===== src/rtl/vend_pkg.sv =====
// Shared types, coin encodings and price/coin helpers for the vending controller.
package vend_pkg;

  localparam int CREDIT_W = 4;

  typedef enum logic [1:0] {
    S_IDLE,
    S_CREDIT,
    S_VEND,
    S_CHANGE
  } state_t;

  localparam logic [1:0] COIN_NONE = 2'b00;
  localparam logic [1:0] COIN_1    = 2'b01;
  localparam logic [1:0] COIN_2    = 2'b10;
  localparam logic [1:0] COIN_BAD  = 2'b11;

  // Price table is packed as {p3, p2, p1, p0}, CREDIT_W bits each.
  function automatic logic [CREDIT_W-1:0] price_lookup(
    input logic [1:0]            id,
    input logic [4*CREDIT_W-1:0] tbl
  );
    return tbl[id*CREDIT_W +: CREDIT_W];
  endfunction

  // Rupee value of a coin code; invalid and empty codes are worth nothing.
  function automatic logic [CREDIT_W-1:0] coin_value(input logic [1:0] c);
    case (c)
      COIN_1:  return CREDIT_W'(1);
      COIN_2:  return CREDIT_W'(2);
      default: return CREDIT_W'(0);
    endcase
  endfunction

endpackage


===== src/rtl/vend_change_unit.sv =====
// Change payout: holds the remaining amount and offers one coin at a time
// to the hopper, largest coin first, with a one-cycle gap after each ack.
module vend_change_unit
  import vend_pkg::*;
(
  input  logic                clk,
  input  logic                rst,
  input  logic                load,
  input  logic [CREDIT_W-1:0] load_val,
  input  logic                change_ack,
  output logic                change_valid,
  output logic [1:0]          change_coin,
  output logic [CREDIT_W-1:0] remain,
  output logic                done
);

  logic                active;
  logic [CREDIT_W-1:0] coin_val;

  assign coin_val = coin_value(change_coin);
  // Last coin of the payout is being acknowledged this cycle.
  assign done     = change_valid & change_ack & (remain == coin_val);

  // Offer/ack handshake; a fresh load always starts with change_valid low.
  always_ff @(posedge clk) begin
    if (rst) begin
      active       <= 1'b0;
      remain       <= '0;
      change_valid <= 1'b0;
      change_coin  <= COIN_NONE;
    end else if (load) begin
      active       <= (load_val != '0);
      remain       <= load_val;
      change_valid <= 1'b0;
    end else if (active) begin
      if (change_valid) begin
        if (change_ack) begin
          change_valid <= 1'b0;
          remain       <= remain - coin_val;
          if (done) active <= 1'b0;
        end
      end else begin
        change_valid <= 1'b1;
        change_coin  <= (remain >= CREDIT_W'(2)) ? COIN_2 : COIN_1;
      end
    end
  end

endmodule


===== src/rtl/vend_controller.sv =====
// Vending sequencer: credit accumulation, selection check, dispense handshake,
// inactivity timeout and hand-off of leftover credit to the change unit.
module vend_controller
  import vend_pkg::*;
#(
  parameter int PRICE0      = 3,
  parameter int PRICE1      = 2,
  parameter int PRICE2      = 4,
  parameter int PRICE3      = 5,
  parameter int MAX_CREDIT  = 9,
  parameter int TIMEOUT_CYC = 1000
) (
  input  logic                clk,
  input  logic                rst,
  input  logic [1:0]          coin_in,
  input  logic                sel_valid,
  input  logic [1:0]          sel_id,
  input  logic                cancel,
  input  logic [3:0]          stock,
  output logic                disp_req,
  output logic [1:0]          disp_id,
  input  logic                disp_ack,
  output logic                change_valid,
  output logic [1:0]          change_coin,
  input  logic                change_ack,
  output logic [CREDIT_W-1:0] credit,
  output logic                coin_rej,
  output logic                sel_err,
  output logic                busy
);

  localparam int TMR_W = $clog2(TIMEOUT_CYC + 1);
  localparam logic [4*CREDIT_W-1:0] PRICE_TBL = {
    CREDIT_W'(PRICE3), CREDIT_W'(PRICE2), CREDIT_W'(PRICE1), CREDIT_W'(PRICE0)
  };

  state_t              state;
  logic [TMR_W-1:0]    tmr;
  logic [CREDIT_W-1:0] coin_val;
  logic [CREDIT_W:0]   sum;
  logic [CREDIT_W-1:0] price;
  logic                coin_ok, coin_bad, fits, sel_ok;
  logic                tmr_clr, tmr_hit, timeout;
  logic                chg_load, chg_done;
  logic [CREDIT_W-1:0] chg_remain;

  assign coin_val = coin_value(coin_in);
  assign coin_ok  = (coin_val != '0);
  assign coin_bad = (coin_in == COIN_BAD);
  // One extra bit so a ceiling of 15 plus a 2 rs coin is still compared correctly.
  assign sum      = {1'b0, credit} + {1'b0, coin_val};
  assign fits     = (sum <= (CREDIT_W+1)'(MAX_CREDIT));
  assign price    = price_lookup(sel_id, PRICE_TBL);
  assign sel_ok   = stock[sel_id] && (credit >= price);
  // Idle time restarts on any accepted coin or any selection attempt.
  assign tmr_clr  = (coin_ok && fits) || sel_valid;
  assign tmr_hit  = (tmr == TMR_W'(TIMEOUT_CYC - 1));
  assign timeout  = !cancel && !tmr_clr && tmr_hit;

  // Change unit is loaded with the current credit on every entry to CHANGE.
  always_comb begin
    chg_load = 1'b0;
    case (state)
      S_CREDIT: chg_load = cancel || timeout;
      S_VEND:   chg_load = disp_ack && (credit != '0);
      default:  chg_load = 1'b0;
    endcase
  end

  vend_change_unit u_change (
    .clk          (clk),
    .rst          (rst),
    .load         (chg_load),
    .load_val     (credit),
    .change_ack   (change_ack),
    .change_valid (change_valid),
    .change_coin  (change_coin),
    .remain       (chg_remain),
    .done         (chg_done)
  );

  // Main FSM with registered outputs; credit doubles as "remain" in VEND/CHANGE.
  always_ff @(posedge clk) begin
    if (rst) begin
      state    <= S_IDLE;
      credit   <= '0;
      tmr      <= '0;
      disp_req <= 1'b0;
      disp_id  <= 2'b00;
      coin_rej <= 1'b0;
      sel_err  <= 1'b0;
      busy     <= 1'b0;
    end else begin
      coin_rej <= coin_bad;
      sel_err  <= 1'b0;
      case (state)
        S_IDLE: begin
          sel_err <= sel_valid;
          if (coin_ok) begin
            credit <= coin_val;
            tmr    <= '0;
            state  <= S_CREDIT;
          end
        end
        S_CREDIT: begin
          if (cancel) begin
            // A coin arriving with cancel is handed back rather than swallowed.
            coin_rej <= coin_bad || coin_ok;
            sel_err  <= sel_valid;
            state    <= S_CHANGE;
            busy     <= 1'b1;
          end else begin
            if (coin_ok) begin
              if (fits) credit <= sum[CREDIT_W-1:0];
              else      coin_rej <= 1'b1;
              sel_err <= sel_valid;
            end else if (sel_valid) begin
              if (sel_ok) begin
                credit   <= credit - price;
                disp_req <= 1'b1;
                disp_id  <= sel_id;
                state    <= S_VEND;
                busy     <= 1'b1;
              end else begin
                sel_err <= 1'b1;
              end
            end
            if (tmr_clr) begin
              tmr <= '0;
            end else if (tmr_hit) begin
              tmr   <= '0;
              state <= S_CHANGE;
              busy  <= 1'b1;
            end else begin
              tmr <= tmr + 1'b1;
            end
          end
        end
        S_VEND: begin
          coin_rej <= (coin_in != COIN_NONE);
          sel_err  <= sel_valid;
          if (disp_ack) begin
            disp_req <= 1'b0;
            if (credit != '0) begin
              state <= S_CHANGE;
            end else begin
              state <= S_IDLE;
              busy  <= 1'b0;
            end
          end
        end
        S_CHANGE: begin
          coin_rej <= (coin_in != COIN_NONE);
          sel_err  <= sel_valid;
          if (change_valid && change_ack)
            credit <= credit - coin_value(change_coin);
          if (chg_done) begin
            state <= S_IDLE;
            busy  <= 1'b0;
          end
        end
        default: state <= S_IDLE;
      endcase
    end
  end

endmodule

===== config.mk =====
export PLATFORM = sky130hd
export DESIGN_NAME = vend_controller
export DESIGN_NICKNAME = d
export VERILOG_FILES = /design/src/rtl/vend_pkg.sv /design/src/rtl/vend_change_unit.sv /design/src/rtl/vend_controller.sv
export SDC_FILE = /design/constraint.sdc
export NUM_CORES = 1
export LEC_CHECK = 0
export BUFFER_PORTS_ARGS = -buffer_cell sky130_fd_sc_hd__buf_2
export CAP_MARGIN = 10
export CELL_PAD_IN_SITES_DETAIL_PLACEMENT = 1
export CELL_PAD_IN_SITES_GLOBAL_PLACEMENT = 2
export CORE_MARGIN = 2
export CORE_UTILIZATION = 39
export CTS_BUF_LIST = sky130_fd_sc_hd__clkbuf_4 sky130_fd_sc_hd__clkbuf_8
export CTS_CLUSTER_SIZE = 40
export DETAILED_ROUTE_END_ITERATION = 8
export PLACE_DENSITY_LB_ADDON = 0.1
export SLEW_MARGIN = 5
export SYNTH_ARGS = -nofsm -noshare
export SYNTH_HDL_FRONTEND = slang
export SYNTH_SLANG_ARGS = --single-unit

===== constraint.sdc =====
create_clock -name clk -period 6.91 [get_ports clk]
set_input_delay 0.691 -clock clk [delete_from_list [all_inputs] [get_ports clk]]
set_output_delay 0.691 -clock clk [all_outputs]
set_load 0.02 [all_outputs]

## Yosys cells after proc, flatten, opt, wreduce, memory -nomap -nowiden

Index checks and enable logic that the tools add are counted.

| operators by class | value |
|---|---|
| add/subtract/negate cells | 5 |
| multiply operators | 0 |
| divide/modulo/power cells | 0 |
| $lt $le $gt $ge | 4 |
| equal/unequal tests | 22 |
| shift operators | 1 |
| muxes and demuxes | 69 |
| bitwise operators | 6 |
| reductions and logical operators | 33 |

Operators with widths:

| operator | number |
|---|---|
| $mux 4 | 14 |
| $mux 10 | 4 |
| $mux 1 | 29 |
| $mux 2 | 11 |
| $pmux 10 s2 | 1 |
| $ne 2x2->1 const B | 9 |
| $shiftx 16x5->4 const A | 1 |
| $pmux 4 s3 | 1 |
| $reduce_and 3->1 | 4 |
| $reduce_bool 2->1 | 6 |
| $add 10x1->10 const B | 1 |
| $eq 10x10->1 const B | 1 |
| $eq 2x2->1 const B | 5 |
| $ne 3x3->1 const B | 3 |
| $pmux 1 s2 | 4 |
| $pmux 2 s2 | 2 |
| $pmux 2 s4 | 1 |
| $reduce_bool 4->1 | 2 |
| $sub 4x4->4 | 2 |
| $reduce_and 7->1 | 1 |
| $eq 2x1->1 const B | 3 |
| $logic_and 1x1->1 | 6 |
| $reduce_and 6->1 | 1 |
| $reduce_bool 3->1 | 2 |
| other kinds (18) | 26 |

| storage, ports and cells | value |
|---|---|
| flip-flop bits (word level) | 30 |
| bits in latches | 0 |
| memory bits (writable) | 0 |
| ROM bits | 0 |
| bits of input ports | 14 |
| word-level logic and storage cells | 152 |
| memories kept | 0 |

## Depth between registers and ports, before layout

| logic depth | value |
|---|---|
| depth after elaboration | 13 |
| gate-level depth with buffers | 10 |

## By module

From an unflattened synthesis, not the netlist that was laid out.

| unflattened totals | value |
|---|---|
| cells, all modules | 299 |
| area, all modules | 2427.3 um2 |

Modules (own cells, without submodules):

| module | times used | cells each | area an instance (um2) | seq. area each (um2) |
|---|---|---|---|---|
| vend_controller | 1 | 244 | 1938.1 | 440.4 |
| vend_change_unit | 1 | 55 | 489.2 | 160.2 |

## Worst setup path after synthesis

OpenSTA, ideal clock, no wires.

| path | value |
|---|---|
| kind | input -> register |
| start | in coin_in[1] |
| end | reg state[0] |
| arrival | 2.933 ns |
| data required time | 6.776 ns |
| setup slack | 3.843 ns |
| stages on the path | 10 |
| path buffers | 1 |
| cell sequence | inv_1 ha_1 ha_1 fa_1 nand2b_1 a311o_1 and3_1 buf_2 a2111oi_0 o311ai_1 |

| on the way | value |
|---|---|
| longest elaborated chain between the ends | 9 |
| elaborated cells on any way between the ends | 15 |
| classes of those cells | add/sub (1); order compare (1); eq/ne (3); mux (6); reduce/logical (4) |

Ends and longest elaborated chain:

| what | RTL line | source |
|---|---|---|
| from (decl) | vend_controller.sv:15 | `input logic [1:0] coin_in,` |
| $eq 2x2->1 or $eq 2x1->1 (tied branches) | vend_pkg.sv:28 | `case (c)` |
| $pmux 2 s2 (*) | vend_pkg.sv:28 |  |
| $add 4x4->5 | vend_controller.sv:51 | `assign sum = {1'b0, credit} + {1'b0, coin_val};` |
| $le 5x4->1 | vend_controller.sv:52 | `assign fits = (sum <= (CREDIT_W+1)'(MAX_CREDIT));` |
| $logic_and 1x1->1 | vend_controller.sv:56 | `assign tmr_clr = (coin_ok && fits) \|\| sel_valid;` |
| $logic_or 1x1->1 | vend_controller.sv:56 |  |
| $mux 2 | vend_controller.sv:128 | `if (tmr_clr) begin` |
| $mux 2 | vend_controller.sv:106 | `if (cancel) begin` |
| $pmux 2 s4 | vend_controller.sv:96 | `case (state)` |
| to (signal assigned) | vend_controller.sv:102 | `state <= S_CREDIT;` |
| to (signal assigned) | vend_controller.sv:110 | `state <= S_CHANGE;` |
| to (signal assigned) | vend_controller.sv:132 | `state <= S_CHANGE;` |
| to (decl) | vend_controller.sv:37 | `state_t state;` |

Mark *: on every way between the ends. The rest lies on a longest branch, timed or not.
A chain may end at the register's enable or synchronous reset.

## Worst setup path in the final report

Same ends and word-level chain as after synthesis.

==> flow_summary_export.csv <==
group,metric,value,unit
power,vdd_drop_max,0.1455,mV
clocking,cts_tree,"done",
clocking,cts_root_buf,"clkbuf_8",
synth,ys_ff_latch,30,
placement,portBuffers,26,
synth,syn-num-nets,326,
power,intPower,0.0004109,W
synth,synthDistinctLibCells,64,
floorplanning,die_w,82.01,µm
power,leakage,1.077,nW
clocking,hold_buffers,0,
sta,relSlewSlack,0.4928,
power,power_frac_comb,0.429,
synth,synth_seq_area_share,0.2530,
sta,skew,0.003017,ns
global_route,globalRouteOverflowTotal,0,
worst_setup_path,start_kind,"input pin",
clocking,cts.htree.levels,2,
finish,nets,347,
global_route,grt_pass1_vias,2192,
drt,first_pass_iters,4,
sta,period_share,0.4453,
placement,gp_congestion,0.7527,
worst_setup_path,crit_arrival,3.23,ns
clocking,numClockSinks,30,
worst_setup_path,cp_slowest_cell,"fa_1",
drt,viasPerCell,5.919,
placement,hpwlAfterDp,4964,µm
clocking,numCtsBuffers,5,
sta,period_minus_slack,3.077,ns
worst_setup_path,path_max_fanout,8,
synth,avgSynthCellArea,8.299,µm²
hold_path,holdPathStages,2,
sta,setup_viol,0,
job,drv_cap,0,
global_route,antenna_found_initial,0,
clocking,clk_path_buf_depth,2,
status,status,"finished clean",
finish,final_cells,383,
global_route,grt_max_degree,27,
synth,synth_top_area_cell,"dfxtp_1",
placement,dp_slack,3.507,ns
clocking,cts_setup_buffers,0,
worst_setup_path,path_class,"in2reg",
synth,ys_top_cells_by_area,"dfxtp_1 (25%), ha_1 (12%), a21oi_1 (3.6%)",
sta,tightest_slew,0.7489,ns
clocking,cts_resized,0,
synth,synth_top_family_by_area,"simple AND/OR/NAND/NOR gates",
floorplanning,core,5886,µm²
hold_path,min_path_type,"reg2reg",
clocking,clk_latency,0.29,ns
drt,wl_per_cell,17.43,µm
finish,final_common_cell,"dfxtp_1",
clocking,clkTransAtPathRegs,0.07,ns
power,powerDensity,268.2,nW/µm²
drt,route.detailed.drc,0,
global_route,grt_usage,0.2134,
finish,diodes,0,
floorplanning,chipHeight,82.01,µm
floorplanning,io_pins,27,
worst_setup_path,crit_chain,"buf_2 -> inv_1 -> ha_1 -> ha_1 -> fa_1 -> nand2b_1 -> a311o_1 -> and3_1 -> a2111oi_0 -> o311ai_1",
floorplanning,fp.dieArea,6726,µm²
synth,synth_mux_area_frac,0.01792,
sta,max_freq,325.0,MHz
synth,synth_area,2374,µm²
worst_setup_path,end_kind,"flip-flop",
worst_setup_path,cp_common_cell,"ha_1",
drt,wirelength,6675,µm
sta,drv_slew,0,
sta,rsz0062_at_grt,"no",
worst_setup_path,rr_worst_depth,7,
worst_setup_path,cp.required,7.06,ns
synth,ys.flop_type,"dfxtp_1",
drt,postRouteAntennaNets,0,
power,p_seq_frac,0.321,
finish,syn2layout_area_growth,11.33,%
synth,yosysWarnings,0,
sta,finalSetupTns,0,ns
placement,dpl.cell_count,375,
drt,drtIter0Drc,86,
sta,hold_viol,0,
power,sw_frac_of_total,0.4202,
synth,async_flop_share,0,
power,clkPwrFrac,0.250,
drt,vias,2267,
worst_setup_path,max_stage_delay,0.51,ns
floorplanning,initial_core_util,0.4033,
synth,synth_top_area_share,0.2530,
finish,fin_area,2643,µm²
finish,drive_above_1_share,0.1494,
finish,final_cell_mix,"dfxtp_1 (30), buf_2 (26), nand2_1 (22), ha_1 (22), inv_1 (20)",
synth,synth-compound-area-share,0.2230,
floorplanning,rows,28,
synth,synthSimpleGateAreaFrac,0.2557,
placement,dpl_cell_area,2534,µm²
sta,fin_ws,3.833,ns
synth,netlist_instances,286,
global_route,grt_pass1_wl,10940,µm
synth,synth-edff-count,0,
power,switching_power,0.0002978,W
synth,synth-xor-area-share,0.04059,
synth,synthAdderAreaFrac,0.1497,
-- path summary, 6_finish.rpt --
kind               from  slack (ns)       end
min            disp_req        0.48  disp_req
min reg2reg    disp_req        0.48  disp_req
max reg2reg   credit[0]        4.11  state[0]
max          coin_in[1]        3.83  state[0]
-- synthesized netlist by cell type, types with 2 or more instances --
| master | number |
|---|---|
| dfxtp_1 | 30 |
| ha_1 | 22 |
| nand2_1 | 22 |
| inv_1 | 20 |
| a21oi_1 | 17 |
| nor2_1 | 17 |
| nand3_1 | 12 |
| nand4_1 | 12 |
| nor3_1 | 9 |
| o21ai_0 | 9 |
| a211oi_1 | 7 |
| clkbuf_1 | 7 |
| nor2b_1 | 7 |
| xor2_1 | 6 |
| nor4_1 | 5 |
| xnor2_1 | 5 |
| and4_1 | 4 |
| fa_1 | 4 |
| o21a_1 | 4 |
| or3_1 | 4 |
| buf_2 | 3 |
| nor3b_1 | 3 |
| a2111oi_0 | 2 |
| a21o_1 | 2 |
| a31o_2 | 2 |
| a31oi_1 | 2 |
| and2_1 | 2 |
| and3_1 | 2 |
| and4b_1 | 2 |
| buf_6 | 2 |
| mux2i_1 | 2 |
| nand2b_1 | 2 |
| nor4b_1 | 2 |
| o211ai_1 | 2 |
| o311ai_0 | 2 |
| o311ai_1 | 2 |
| o32ai_1 | 2 |
-- flip-flops by register name (all words and copies together) (netlist names) --
| name | count |
|---|---|
| tmr | 10 |
| credit | 4 |
| u_change.remain | 4 |
| disp_id | 2 |
| state | 2 |
| u_change.change_coin | 2 |
| busy | 1 |
| coin_rej | 1 |
| disp_req | 1 |
| sel_err | 1 |
| u_change.active | 1 |
| u_change.change_valid | 1 |
-- per-layer routing --
| layer | vias up | GRT usage | share of wire |
|---|---|---|---|
| li1 | 1112 | - | - |
| met1 | 1113 | 0.3059 | 0.52 |
| met2 | 38 | 0.3276 | 0.45 |
| met3 | 4 | 0.03077 | 0.024 |
| met4 | 0 | 0.06833 | 0.011 |
| met5 | - | 0 | 0 |
-- power groups by stage --
stage                     Sequential [W]  Combinational (W)  Clock (W)
final                           0.000227           0.000304   0.000177
after floorplan                 0.000230           0.000224          0
after global placement          0.000230           0.000304          0
after detailed placement        0.000232           0.000302          0
after global routing            0.000232           0.000344   0.000190
after CTS                       0.000228           0.000305   0.000181
-- critical path, delay by kind of cell --
| family | cells | cell delay [ns] |
|---|---|---|
| adder cells (fa/ha/maj) | 3 | 0.94 |
| AND/OR/NAND/NOR | 2 | 0.47 |
| buffers and inverters | 2 | 0.17 |
| AO/OA/AOI/OAI | 3 | 0.95 |
-- logic make-up (layout without fill, tap and decap cells) --
| logic type | count (synthesis) | count (layout) |
|---|---|---|
| adder cells (fa/ha/maj) | 26 | 26 |
| AND/OR/NAND/NOR | 110 | 110 |
| multiplexers | 3 | 3 |
| flip-flops | 30 | 30 |
| buffers and inverters | 33 | 55 |
| AO/OA/AOI/OAI | 73 | 73 |
| XOR/XNOR | 11 | 11 |
-- layout make-up --
type / instances / area, µm²
well taps: 75 / 93.84
inverters: 21 / 78.83
multi-input cells: 223 / 1630
clock buffers: 5 / 68.82
fillers: 737 / 3243
flip-flops and latches: 30 / 600.6
clock inverters: 3 / 40.04
repair buffers: 26 / 130.1
-- metrics by stage --
step	total power [W]	hold WS [ns]	utilization
3_5_place_dp	0.0005341	0.4680	0.4305
5_1_grt	0.0007658	0.5080	0.4490
2_1_floorplan	0.0004543	0.4625	-
3_3_place_gp	0.0005347	0.4666	0.4305
6_report	0.0007087	0.4834	0.4490
4_1_cts	0.0007138	0.4864	0.4490
Note: power is estimated with default switching activity, not from simulation.
